`src/rtl/uart_receiver.sv`:
```
// UART receive path: 16x-oversampled, start + 8 data LSB-first + optional even parity + stop.
// Strobes appear one clk after the mid-stop tick; no backpressure, and Rx_DATA holds until the next frame.
module uart_receiver #(
    parameter bit PARITY_EN = 1'b1
) (
    input  logic       clk,
    input  logic       reset,
    input  logic       Rx_EN,
    input  logic       sample_ENABLE,
    input  logic       RxD,
    output logic [7:0] Rx_DATA,
    output logic       Rx_VALID,
    output logic       Rx_PERROR,
    output logic       Rx_FERROR
);

    typedef enum logic [2:0] {IDLE, START, DATA, PARITY, STOP} state_t;

    state_t     state, state_nxt;
    logic [3:0] tick_cnt, tick_cnt_nxt;
    logic [2:0] bit_idx, bit_idx_nxt;
    logic [7:0] shift_reg, shift_nxt;
    logic       par_bit, par_nxt;
    logic [7:0] data_nxt;
    logic       valid_nxt, perr_nxt, ferr_nxt;
    logic       rxd_meta, rxd_s;
    logic       perr, ferr;

    always_ff @(posedge clk) begin
        if (reset) begin
            state     <= IDLE;
            tick_cnt  <= 4'd0;
            bit_idx   <= 3'd0;
            shift_reg <= 8'h00;
            par_bit   <= 1'b0;
            rxd_meta  <= 1'b1;
            rxd_s     <= 1'b1;
            Rx_DATA   <= 8'h00;
            Rx_VALID  <= 1'b0;
            Rx_PERROR <= 1'b0;
            Rx_FERROR <= 1'b0;
        end else begin
            state     <= state_nxt;
            tick_cnt  <= tick_cnt_nxt;
            bit_idx   <= bit_idx_nxt;
            shift_reg <= shift_nxt;
            par_bit   <= par_nxt;
            rxd_meta  <= RxD;
            rxd_s     <= rxd_meta;
            Rx_DATA   <= data_nxt;
            Rx_VALID  <= valid_nxt;
            Rx_PERROR <= perr_nxt;
            Rx_FERROR <= ferr_nxt;
        end
    end

    // Frame checks, only consumed on the mid-stop tick.
    assign perr = PARITY_EN && (par_bit != ^shift_reg);
    assign ferr = !rxd_s;

    always_comb begin
        state_nxt    = state;
        tick_cnt_nxt = tick_cnt;
        bit_idx_nxt  = bit_idx;
        shift_nxt    = shift_reg;
        par_nxt      = par_bit;
        data_nxt     = Rx_DATA;
        valid_nxt    = 1'b0;
        perr_nxt     = 1'b0;
        ferr_nxt     = 1'b0;

        if (!Rx_EN) begin
            state_nxt    = IDLE;
            tick_cnt_nxt = 4'd0;
            bit_idx_nxt  = 3'd0;
        end else if (sample_ENABLE) begin
            case (state)
                IDLE: begin
                    if (!rxd_s) begin
                        state_nxt    = START;
                        tick_cnt_nxt = 4'd0;
                    end
                end
                START: begin
                    // Eighth tick after entry lands in the middle of the start bit.
                    if (tick_cnt == 4'd7) begin
                        tick_cnt_nxt = 4'd0;
                        bit_idx_nxt  = 3'd0;
                        state_nxt    = rxd_s ? IDLE : DATA;
                    end else begin
                        tick_cnt_nxt = tick_cnt + 4'd1;
                    end
                end
                DATA: begin
                    tick_cnt_nxt = tick_cnt + 4'd1;
                    if (tick_cnt == 4'd15) begin
                        shift_nxt   = {rxd_s, shift_reg[7:1]};
                        bit_idx_nxt = bit_idx + 3'd1;
                        if (bit_idx == 3'd7)
                            state_nxt = PARITY_EN ? PARITY : STOP;
                    end
                end
                PARITY: begin
                    tick_cnt_nxt = tick_cnt + 4'd1;
                    if (tick_cnt == 4'd15) begin
                        par_nxt   = rxd_s;
                        state_nxt = STOP;
                    end
                end
                STOP: begin
                    tick_cnt_nxt = tick_cnt + 4'd1;
                    if (tick_cnt == 4'd15) begin
                        data_nxt     = shift_reg;
                        perr_nxt     = perr;
                        ferr_nxt     = ferr;
                        valid_nxt    = !perr && !ferr;
                        state_nxt    = IDLE;
                        tick_cnt_nxt = 4'd0;
                    end
                end
                default: begin
                    state_nxt    = IDLE;
                    tick_cnt_nxt = 4'd0;
                end
            endcase
        end
    end

endmodule

```
`config.mk`:
```
export PLATFORM = sky130hd
export DESIGN_NAME = uart_receiver
export DESIGN_NICKNAME = d
export VERILOG_FILES = /design/src/rtl/uart_receiver.sv
export SDC_FILE = /design/constraint.sdc
export NUM_CORES = 1
export LEC_CHECK = 0
export CAP_MARGIN = 20
export CELL_PAD_IN_SITES_DETAIL_PLACEMENT = 1
export CELL_PAD_IN_SITES_GLOBAL_PLACEMENT = 1
export CORE_MARGIN = 2
export CORE_UTILIZATION = 32
export CTS_BUF_LIST = sky130_fd_sc_hd__clkbuf_2 sky130_fd_sc_hd__clkbuf_4 sky130_fd_sc_hd__clkbuf_8
export DETAILED_ROUTE_END_ITERATION = 6
export GPL_TIMING_DRIVEN = 0
export PLACE_DENSITY_LB_ADDON = 0.1
export SKIP_LAST_GASP = 1
export SLEW_MARGIN = 20
export SYNTH_ARGS = -nofsm -noshare
export SYNTH_HDL_FRONTEND = slang
export SYNTH_SLANG_ARGS = --single-unit
```
`constraint.sdc`:
```
create_clock -name clk -period 4.6 [get_ports clk]
set_input_delay 0.92 -clock clk [delete_from_list [all_inputs] [get_ports clk]]
set_output_delay 0.92 -clock clk [all_outputs]
set_load 0.02 [all_outputs]
```
Word-level counts from Yosys, hierarchy flattened:

Cells that the tools add are included.

* multiplexer cells: 15
* reduce and logical (&&, ||, !) cells: 15
* eq/ne operators: 14
* bitwise gates (word level): 4
* add/subtract/negate cells: 2

Operator list (count)
* $mux 3: 8
* $pmux 4 s4: 1
* $reduce_and 4->1: 4
* $pmux 3 s5: 1
* $mux 4: 3
* $ne 2x2->1 const B: 6
* $reduce_xor 8->1: 1
* $reduce_and 7->1: 1
* $eq 3x2->1 const B: 2
* $eq 3x3->1 const B: 2
* $pmux 3 s2: 1
* $reduce_or 5->1: 1
* $add 4x1->4 const B: 1
* $eq 4x3->1 const B: 1
* $eq 4x4->1 const B: 1
* $not 1->1: 4
* $reduce_or 2->1: 2
* $add 3x1->3 const B: 1
* $eq 3x1->1 const B: 1
* $logic_not 3->1: 1
* $logic_not 1->1: 2
* $mux 2: 1
* $reduce_and 2->1: 1
* $reduce_bool 2->1: 1
* other kinds (2): 2

* output and inout bits: 11
* bits in registers: 32
* input bits: 5
* logic and storage cells: 61

Logic depth before layout (Yosys ltp):

* depth after elaboration: 4
* gate-level depth with buffers: 6
* mapped depth without buffers: 6

Worst setup path after synthesis:

OpenSTA, ideal clock, no wires.

* path type: input-to-reg
* start: input sample_ENABLE
* end: register shift_reg[3]
* required time: 4.472 ns
* cell stages on the path: 4
* setup slack: 2.622 ns
* path buffers: 0
* arrival: 1.851 ns
* library setup time: 0.128 ns
* cells stage by stage: nand3_1 nor3_4 mux2i_1 nor2_1

* cells in the longest elaborated chain, start to end: 1

RTL lines
* from (decl): line 9 `input logic sample_ENABLE,`
* $reduce_and 4->1 (no source line)
* to (signal assigned): line 46 `shift_reg <= shift_nxt;`
* to (decl): line 22 `logic [7:0] shift_reg, shift_nxt;`

Every way passes these cells.
A chain may end at the register's enable or synchronous reset.

Worst setup path after layout:

* start: input sample_ENABLE
* end: register shift_reg[7]

The elaborated chain is that of the path after synthesis.

==> key figures <==
Setup path
  – CP Max Fanout: 8
  – Crit end category: register
  – Critical Path RT: roughly 4.8 ns
  – CP max-delay cell: nor3_4
  – Critical path launch point type: primary input
  – Arr. time, crit path: approximately 2.6 ns
  – Max incr delay on CP: between 0.5 and 0.6 ns
  – Critical Path, Cell by Cell: clkdlybuf4s50_1, nand3_1, nor3_4, mux2i_1, nor2_1
  – Setup CP Type: in2reg

Synth
  – Post-synth cell types: 44
  – Synth top area share: 42.7%
  – Largest family of logic cells by synthesized area: simple AND/OR/NAND/NOR gates
  – Synth Area in Compound Gates: 7.68%
  – Synth area leaders: dfxtp_1, mux2i_1, nor2_1
  – Share of the yosys chip area belonging to registers: 42.7%
  – Post-Synthesis Net Count: 164
  – Synthesis Warnings: 0
  – Synth Area in Simple Gates: around 25%
  – Synth area leader: dfxtp_1
  – Syn Area/Cell: 9.61 um2
  – Netlist Area Pre-Place: 1500 um2
  – #FFs+latches synth: 32
  – Synth Area in Adders: 2.50%
  – Post-Synth XOR/XNOR Area: under 10%
  – Mapped Cells: around 160
  – Multiplexer area fraction after synthesis: a little over an eighth

Clock network
  – Num CTS Buffers: 5
  – CTS Buffer Depth: 2
  – Root buffer cell: clkbuf_8
  – Clk slew on worst S/H paths: approximately 0.070 ns
  – # H-tree levels: 2
  – Clock sink count: 32
  – CTS resizes: 0
  – CTS Hold Buffers Added: 0
  – Post-CTS setup buffers: 0
  – Clock latency on the worst-skew pair: 0.29 ns
  – CTS tree: built

Routing
  – DRT Pass-1 Iters: 4
  – Post-Route WL: about 3400 um
  – Remaining DRCs: 0
  – Vias per cell: between 5 and 6
  – Initial DRC count: 26
  – Via Count: roughly 1,200
  – Final antenna-violating net count: 0
  – Wire per inst: around 15 um

Power
  – Logic pwr share: under 10%
  – Seq pwr share: a little over half
  – LEAKAGE: between 0.6 and 0.7 nW
  – Switching Share: 23.3%
  – Pwr dens: between 200 and 300 nW/um2
  – Total power: slightly above 0.0005 W
  – Clock network power share: a little over two fifths
  – Internal power: roughly 0.0004 W
  – Sw Pwr: 0.000121 W
  – Maximum vdd drop: approximately 0.00017 V

Floorplanning
  – Chip height: ~72 um
  – Die Area: about 5200 um2
  – Placeable Area: about 4400 um2
  – Initial core utilization: between 30% and 40%
  – IO Pins: 16
  – Die width: around 72 um
  – Row count: 24

Global routing
  – M3 GR Usage: 4.17%
  – Tot GR Track Use: between 10% and 20%
  – Met1 Use GR: between 10% and 20%
  – Initial antenna violation count: 0
  – Global-route wire length before repair: about 5900 um
  – Met2 usage: between 20% and 30%
  – Vias in the first global route: roughly 1,300
  – Largest net degree at the start of global routing: 12
  – Grt total ovfl: 0
  – GR peak layer: met2

Hold path
  – Hold/Removal Path Class: reg2reg

Timing
  – Max Fclk: 406 MHz
  – Setup TNS: 0 ns
  – Final setup fails: 0
  – Final slew viol count: 0
  – Worst Tran Pin Value: 0.539 ns
  – Final WS setup: ~2.1 ns
  – Clock skew: between 0.01 and 0.015 ns
  – Tcrit/Tclk final: about 54%
  – Fin. Hold Viols: 0
  – Unrepaired setup endpoints after global routing: no
  – Minimum clock period: ~2.5 ns
  – Normalized max-slew margin: a little under two thirds

Place
  – RePlAce Congestion: a little under 0.8
  – HPWL after DPL: 2580 um
  – IO buf count: 15
  – Post-Place Worst Slack: 1.84 ns

Cells and area
  – Diodes inserted: 0
  – Share of cells above drive strength 1: around an eighth
  – Final nets: approximately 190
  – Filler cell count: 516
  – Fin util: 40.7%
  – Area growth syn-to-layout: 20.5%

Flow run
  – Number of max-cap violations: 0

Status
  – Status: finished clean
[critical path: cells and delay by family]
kind	cells	cell delay, ns
buffers and inverters	1	0.54
multiplexers	1	0.27
AND/OR/NAND/NOR	3	0.89
[routing by layer]
layer	share of wire [%]	vias to the layer above	routed length (um)
met2	55	12	1870
li1	-	590	-
met3	2.6	4	89
met1	41	576	1380
met5	0	-	0
met4	1.1	0	36
[final timing paths]
kind	endpoint	slack (ns)	depth (start not counted)	startpoint
min reg2reg	rxd_s	0.42	1	rxd_meta
max	shift_reg[7]	2.14	5	sample_ENABLE
min	rxd_s	0.42	1	rxd_meta
max reg2reg	shift_reg[7]	2.72	5	tick_cnt[0]
[final cells by class]
cell class                      count  area [um2]  area share (%)
Tap cell                           52        65.1            3.60
Inverter                            3        11.3           0.623
Sequential cell                    32         641            35.5
Clock inverter                      2        16.3           0.900
Buffer                              7        40.0            2.22
Timing Repair Buffer               15         150            8.31
Clock buffer                        6        76.3            4.22
Multi-Input combinational cell    114         807            44.7
[synthesized netlist by cell type (all sizes together)]
library cell,number
nand4b,1
ha,3
dfxtp,32
nand4,2
nor3,4
xnor3,1
a21oi,8
or4b,2
nor4,1
xnor2,4
nand3,1
buf,5
nor2,20
o21a,1
mux2i,20
xor2,2
nand2,13
o221ai,1
o21ai,3
a31oi,1
nand3b,1
or3b,3
inv,3
or4,2
o2bb2ai,1
a211oi,1
nor3b,2
or2,4
nand2b,5
nor2b,1
nor4b,1
and4b,1
or3,2
clkbuf,2
and3,1
a211o,1
[kinds of logic after synthesis]
family / count (synthesis)
AOI/OAI and AO/OA: 17
xor gates and xnor gates: 7
adders and majority gates: 3
buffers and inverters: 10
DFF: 32
muxes: 20
and+or+nand+nor: 67
[through the flow]
step / area (um2) / hold slack [ns] / std cells
floorplan: 1500 / 0.389 / 156
global placement: 1710 / 0.394 / 223
detailed placement: 1710 / 0.401 / 223
CTS: 1810 / 0.419 / 231
global route: 1810 / 0.460 / 231
finish: 1810 / 0.417 / 231
[power by group through the flow]
stage / sequential [W] / combinational (W) / clock, W
after floorplan: 0.000285 / 0.00000848 / 0
after global placement: 0.000285 / 0.0000157 / 0
after detailed placement: 0.000285 / 0.0000162 / 0
after CTS: 0.000279 / 0.0000163 / 0.000231
after global routing: 0.000279 / 0.0000179 / 0.000242
final: 0.000279 / 0.0000158 / 0.000224
[placed cells by master (no fill, tap or decap), types with 3 or more instances in the layout]
cell             netlist  final
dfxtp_1               32     32
mux2i_1               20     20
nor2_1                20     20
clkdlybuf4s50_1        0     15
nand2_1               13     13
a21oi_1                8      8
nand2b_1               5      5
clkbuf_8               0      5
xnor2_1                4      4
inv_1                  3      3
or2_2                  3      3
o21ai_0                3      3
ha_1                   3      3
(Power assumes the default switching activity.)
==> edit 1 (same settings) <==
Register the inputs `Rx_EN`, `sample_ENABLE` and `RxD` before use, with the module's reset. The logic sees them one clock later.
--- a/src/rtl/uart_receiver.sv
+++ b/src/rtl/uart_receiver.sv
@@ -16,4 +16,20 @@
 
     typedef enum logic [2:0] {IDLE, START, DATA, PARITY, STOP} state_t;
+
+    logic Rx_EN_q;
+    logic sample_ENABLE_q;
+    logic RxD_q;
+
+    always_ff @(posedge clk) begin
+        if (reset) begin
+            Rx_EN_q         <= '0;
+            sample_ENABLE_q <= '0;
+            RxD_q           <= '0;
+        end else begin
+            Rx_EN_q         <= Rx_EN;
+            sample_ENABLE_q <= sample_ENABLE;
+            RxD_q           <= RxD;
+        end
+    end
 
     state_t     state, state_nxt;
@@ -46,5 +62,5 @@
             shift_reg <= shift_nxt;
             par_bit   <= par_nxt;
-            rxd_meta  <= RxD;
+            rxd_meta  <= RxD_q;
             rxd_s     <= rxd_meta;
             Rx_DATA   <= data_nxt;
@@ -70,9 +86,9 @@
         ferr_nxt     = 1'b0;
 
-        if (!Rx_EN) begin
+        if (!Rx_EN_q) begin
             state_nxt    = IDLE;
             tick_cnt_nxt = 4'd0;
             bit_idx_nxt  = 3'd0;
-        end else if (sample_ENABLE) begin
+        end else if (sample_ENABLE_q) begin
             case (state)
                 IDLE: begin
Check against the original RTL: same outputs for any inputs over 10 cycles, from zero or initial values and one cycle with reset high; that may be too few to reach the edited logic, so the function may still have changed.
==> edit 1 against the original RTL <==
Via count grew 7.0%. Wire length grew 6.0%. Hold slack lost 4.7 ps. Total power grew 17%. Setup slack gained 310 ps. Area after synthesis grew 6.1%. Cell area grew 6.9%. Synthesized cell count grew 7.1%. Register-to-register slack lost 60 ps. Sequential cell count grew 3. Sequential share of layout area grew 0.81 points. Global-route usage grew 0.76 points. Largest cell class unchanged.
==> edit 1: results (changes against the original RTL) <==
stage,metric,value,unit,change
critical_path,Worst Path Arrival,1230,ps,was 2630 ps
placement,Post-Place Setup Slack,2430,ps,was 1836 ps
power_and_ir_drop,VDD IR max,0.1623,mV,was 0.1655 mV
global_routing,largest net degree at the start of global routing,12,,unchanged
critical_path,Worst path max stage delay,610,ps,was 550 ps
placement,Post-DP HPWL,2631,µm,was 2575 µm
global_routing,initial antenna violation count,0,,unchanged
min_path,hold path depth,1,,unchanged
sta,slew margin rel.,58.36,%,was 63.69%
yosys,Synth Instances,167,,was 156
outcome,status,"complete, no violations",,unchanged
placement,I/O Buffers,14,,was 15
finish,Antenna Cells,0,,unchanged
yosys,ys async rst share,0,%,unchanged
global_routing,Total GRT Usage,15.42,%,was 14.66%
finish,layout cells sized above 1,11.11,%,was 12.29%
yosys,compound-cell area share of the yosys netlist,7.474,%,was 7.679%
clock_tree,Post-CTS Resized,0,,unchanged
critical_path,"Largest delay share family, worst path",buffers and inverters,,was simple AND/OR/NAND/NOR gates
global_routing,vias in the first global route,1317,,"was 1,316"
finish,Final #Nets,196,,was 186
min_path,Hold Path End,rxd_s,,unchanged
route,drt first pass iters,4,,unchanged
yosys,Post-Synth Adder-Cell Area,2.360,%,was 2.504%
critical_path,CP max FO,2,,was 8
sta,Hold WS,411.9,ps,was 416.7 ps
min_path,min-delay src,rxd_meta,,unchanged
yosys,most frequent cells after synthesis,"35 x dfxtp_1, 22 x nor2_1, 20 x mux2i_1",,"was 32 x dfxtp_1, 20 x mux2i_1, 20 x nor2_1"
sta,Fin Clk Skew,6.713,ps,was 12.47 ps
clock_tree,Clock Path Buffers,2,,unchanged
route,drt total wl,3573,µm,was 3371 µm
critical_path,worst reg2reg setup slack,2660,ps,was 2720 ps
clock_tree,Clock transition at path regs,70,ps,about the same
route,vias per cell,4.941,,was 5.117
placement,placed instance area,1814,µm²,was 1714 µm²
critical_path,CP max-delay cell,clkdlybuf4s50_1,,was nor3_4
global_routing,first-pass GRT wire length,6458,µm,was 5927 µm
yosys,"Distinct cells, synth",43,,was 44
power_and_ir_drop,Leak Pwr,0.6928,nW,was 0.6386 nW
route,initial DRC count,45,,was 26
finish,Post-Layout Cell Count,256,,was 231
yosys,"Seq/Total Area, Yosys",44.06,%,was 42.74%
placement,Placer Congestion,0.8083,,was 0.7747
yosys,mux share of post-synthesis cell area,12.59,%,was 13.36%
yosys,synthesized net count,175,,was 164
yosys,xor/xnor share of the synthesized area,4.721,%,was 5.008%
clock_tree,clk_lat worst skew,280,ps,
yosys,"top cells by area, synth","dfxtp_1 44%, mux2i_1 13%, nor2_1 5.2%, ha_1 2.4%, nand2_1 2.4%",,"was dfxtp_1 43%, mux2i_1 13%, nor2_1 5.0%, nand2_1 3.3%, a21oi_1 2.7%"
critical_path,reg2reg path depth,5,,unchanged
clock_tree,H-tree depth,2,,unchanged
critical_path,reg-to-reg endpoint,shift_reg[0],,was shift_reg[7]
placement,Inst Count DP,248,,was 223
edit 1: kinds of logic after synthesis:
family                     Yosys count
and+or+nand+nor                     72
DFF                                 35
muxes                               20
AOI/OAI and AO/OA                   19
buffers and inverters               11
xor gates and xnor gates             7
adders and majority gates            3
edit 1: per-layer routing:
layer	track usage, %	vias up	routed length [µm]
li1	-	617	-
met5	0	-	0
met2	26.55	15	1856
met1	18.72	629	1585
met3	4.201	4	100
met4	4.762	0	31
edit 1: power breakdown:
part / internal, mW / switching (mW) / total (mW) / leakage (nW)
registers: 0.305 / 0.00192 / 0.307 / 0.283
clock network: 0.175 / 0.108 / 0.284 / 0.0612
logic: 0.00628 / 0.00846 / 0.0147 / 0.348
edit 1: through the flow:
| stage | util, % | total power [mW] |
|---|---|---|
| floorplan | - | 0.3228 |
| global placement | 38.16 | 0.3289 |
| detailed placement | 38.16 | 0.3294 |
| CTS | 40.63 | 0.6152 |
| global route | 40.63 | 0.6325 |
| finish | 40.63 | 0.6056 |
edit 1: worst max-delay path by stage:
stage	start	endpoint	slack [ps]	cells after the start
after CTS	Rx_DATA[0]	Rx_DATA[0]	2430	1
after detailed placement	reset	state[1]	2430	5
after floorplan	reset	state[1]	2660	5
after global routing	Rx_DATA[0]	Rx_DATA[0]	2370	1
final	Rx_DATA[0]	Rx_DATA[0]	2450	1
after global placement	reset	state[1]	2450	5
edit 1: area by class of cell:
type                    count  area [µm²]
plain buffers               9       48.80
multi-input cells         121       833.3
repair buffers             14       140.1
clock buffers               6       82.58
fillers                   552        2823
clock inverters             2       35.03
flip-flops and latches     35       700.7
well taps                  67       83.83
inverters                   2       7.507
==> edit 2 (config.mk and constraints unchanged) <==
Made on the original files. `PARITY_EN`: 1'b1 -> 1'b0.
--- a/src/rtl/uart_receiver.sv
+++ b/src/rtl/uart_receiver.sv
@@ -2,5 +2,5 @@
 // Strobes appear one clk after the mid-stop tick; no backpressure, and Rx_DATA holds until the next frame.
 module uart_receiver #(
-    parameter bit PARITY_EN = 1'b1
+    parameter bit PARITY_EN = 1'b0
 ) (
     input  logic       clk,
Function: no difference found for any inputs over 10 cycles, from zero or initial values and one cycle with reset high; that may be too few to reach the edited logic, so the function may still have changed.
==> edit 2 against the original RTL <==
Cell area is 8.9% lower. Via count is 12% lower. Hold slack worse by 7.4 ps. Register-to-register slack worse by 60 ps. Sequential cell count is 2 lower. Total power is 3.4% lower. Setup slack better by 83 ps. Clock skew is 11 ps lower. Global-route usage is 0.38 points lower. Wire length is 12% lower. Synthesized cell count is 9.0% lower. Area after synthesis is 10% lower. Critical endpoint is now state[1]. Highest routed layer unchanged.
==> edit 2: results (changes against the original RTL) <==
stage,metric,value,unit,change
finish,layout cells sized above 1,14.02,%,was 12.29%
yosys,"top cells by area, synth","dfxtp_1 45%, mux2i_1 13%, nor2_1 6.1%, ha_1 2.8%, nand2b_1 2.8%",,"was dfxtp_1 43%, mux2i_1 13%, nor2_1 5.0%, nand2_1 3.3%, a21oi_1 2.7%"
clock_tree,Post-CTS Resized,0,,unchanged
finish,Antenna Cells,0,,unchanged
clock_tree,clk_lat worst skew,270,ps,was 290 ps
sta,slew margin rel.,57.80,%,was 63.69%
global_routing,initial antenna violation count,0,,unchanged
power_and_ir_drop,switching pwr,106.3,µW,was 120.7 µW
finish,Filler cells,469,,was 516
placement,placed instance area,1551,µm²,was 1714 µm²
sta,Fin Clk Skew,1.898,ps,was 12.47 ps
route,drt total wl,2957,µm,was 3371 µm
yosys,most frequent cells after synthesis,"30 x dfxtp_1, 22 x nor2_1, 17 x mux2i_1",,"was 32 x dfxtp_1, 20 x mux2i_1, 20 x nor2_1"
route,initial DRC count,39,,was 26
global_routing,first-pass GRT wire length,4919,µm,was 5927 µm
finish,Final #Nets,171,,was 186
yosys,Synth warnings,0,,unchanged
min_path,worst hold path class,reg -> reg,,unchanged
global_routing,largest net degree at the start of global routing,11,,was 12
yosys,synthesized net count,150,,was 164
clock_tree,Clock Path Buffers,2,,unchanged
route,via count,1046,,"was 1,182"
clock_tree,postcts setup bufs,0,,unchanged
clock_tree,Clock transition at path regs,60,ps,
power_and_ir_drop,Leak Pwr,0.5883,nW,was 0.6386 nW
outcome,status,"complete, no violations",,unchanged
power_and_ir_drop,VDD IR max,0.1510,mV,was 0.1655 mV
placement,Post-DP HPWL,2164,µm,was 2575 µm
critical_path,Worst Path Arrival,2590,ps,was 2630 ps
clock_tree,H-tree depth,2,,unchanged
placement,I/O Buffers,14,,was 15
yosys,"Seq/Total Area, Yosys",44.53,%,was 42.74%
global_routing,vias in the first global route,1055,,"was 1,316"
yosys,ys async rst share,0,%,unchanged
global_routing,Total GRT Usage,14.28,%,was 14.66%
yosys,"Top FF cell, synth",dfxtp_1,,unchanged
critical_path,CP max FO,10,,was 8
route,drt first pass iters,4,,unchanged
placement,Placer Congestion,0.7498,,was 0.7747
yosys,"Distinct cells, synth",36,,was 44
clock_tree,CTS root buffer,clkbuf_8,,unchanged
clock_tree,Num CTS Buffers,5,,unchanged
edit 2: changes by cell type in the layout (fill, tap and decap cells not counted), moves of 3 or more:
cell and delta:
a21oi_1 -3, clkbuf_1 +3, mux2i_1 -3, nand2_1 -9, nand3_1 +4, nor2b_1 +3
o211ai_1 +3
edit 2: critical path: stages:
cell             delay [ps]
clkdlybuf4s50_1         470
clkbuf_1                350
nand4b_1                220
or4_1                   500
a21oi_1                 120
edit 2: area by class of cell:
| type | instances | area (µm²) | share of cell area, % |
|---|---|---|---|
| plain buffers | 11 | 60.06 | 3.647 |
| clock buffers | 7 | 90.09 | 5.471 |
| clock inverters | 1 | 5.005 | 0.3040 |
| inverters | 2 | 7.507 | 0.4559 |
| multi-input cells | 99 | 680.7 | 41.34 |
| flip-flops and latches | 30 | 600.6 | 36.47 |
| well taps | 50 | 62.56 | 3.799 |
| repair buffers | 14 | 140.1 | 8.511 |
edit 2: power by group through the flow:
| stage | Combinational, mW | Clock, mW | Sequential, mW |
|---|---|---|---|
| final | 0.0173 | 0.222 | 0.262 |
| after global routing | 0.0191 | 0.246 | 0.261 |
| after CTS | 0.0176 | 0.231 | 0.262 |
| after detailed placement | 0.0174 | 0 | 0.267 |
| after global placement | 0.0171 | 0 | 0.267 |
| after floorplan | 0.0104 | 0 | 0.267 |
edit 2: path summary, 6_finish.rpt:
check / start / end / slack [ps] / depth (start not counted)
setup / recovery: sample_ENABLE / state[1] / 2220 / 5
setup reg to reg: tick_cnt[0] / Rx_DATA[3] / 2660 / 6
hold / removal: rxd_meta / rxd_s / 410 / 1
hold reg to reg: rxd_meta / rxd_s / 410 / 1
edit 2: kinds of logic after synthesis:
group / synth area share (%)
and+or+nand+nor: 22.45
AOI/OAI and AO/OA: 11.04
xor gates and xnor gates: 1.299
adders and majority gates: 2.783
buffers and inverters: 5.009
other: 0.2780
muxes: 12.62
DFF: 44.53
edit 2: per-stage QoR:
| stage | total power [mW] | setup slack (ps) | hold slack [ps] | cells |
|---|---|---|---|---|
| floorplan | 0.2774 | 2661 | 389.5 | 142 |
| global placement | 0.2844 | 1972 | 393.5 | 206 |
| detailed placement | 0.2848 | 1962 | 394.8 | 206 |
| CTS | 0.5102 | 2249 | 411.1 | 214 |
| global route | 0.5266 | 2129 | 451.5 | 214 |
| finish | 0.5006 | 2218 | 409.2 | 214 |
edit 2: metal layers:
metal / up-vias / wire length, µm / track usage (%)
li1: 530 / - / -
met1: 500 / 1410 / 17.19
met2: 12 / 1432 / 24.64
met3: 4 / 81 / 4.383
met4: 0 / 33 / 3.676
met5: - / 0 / 0
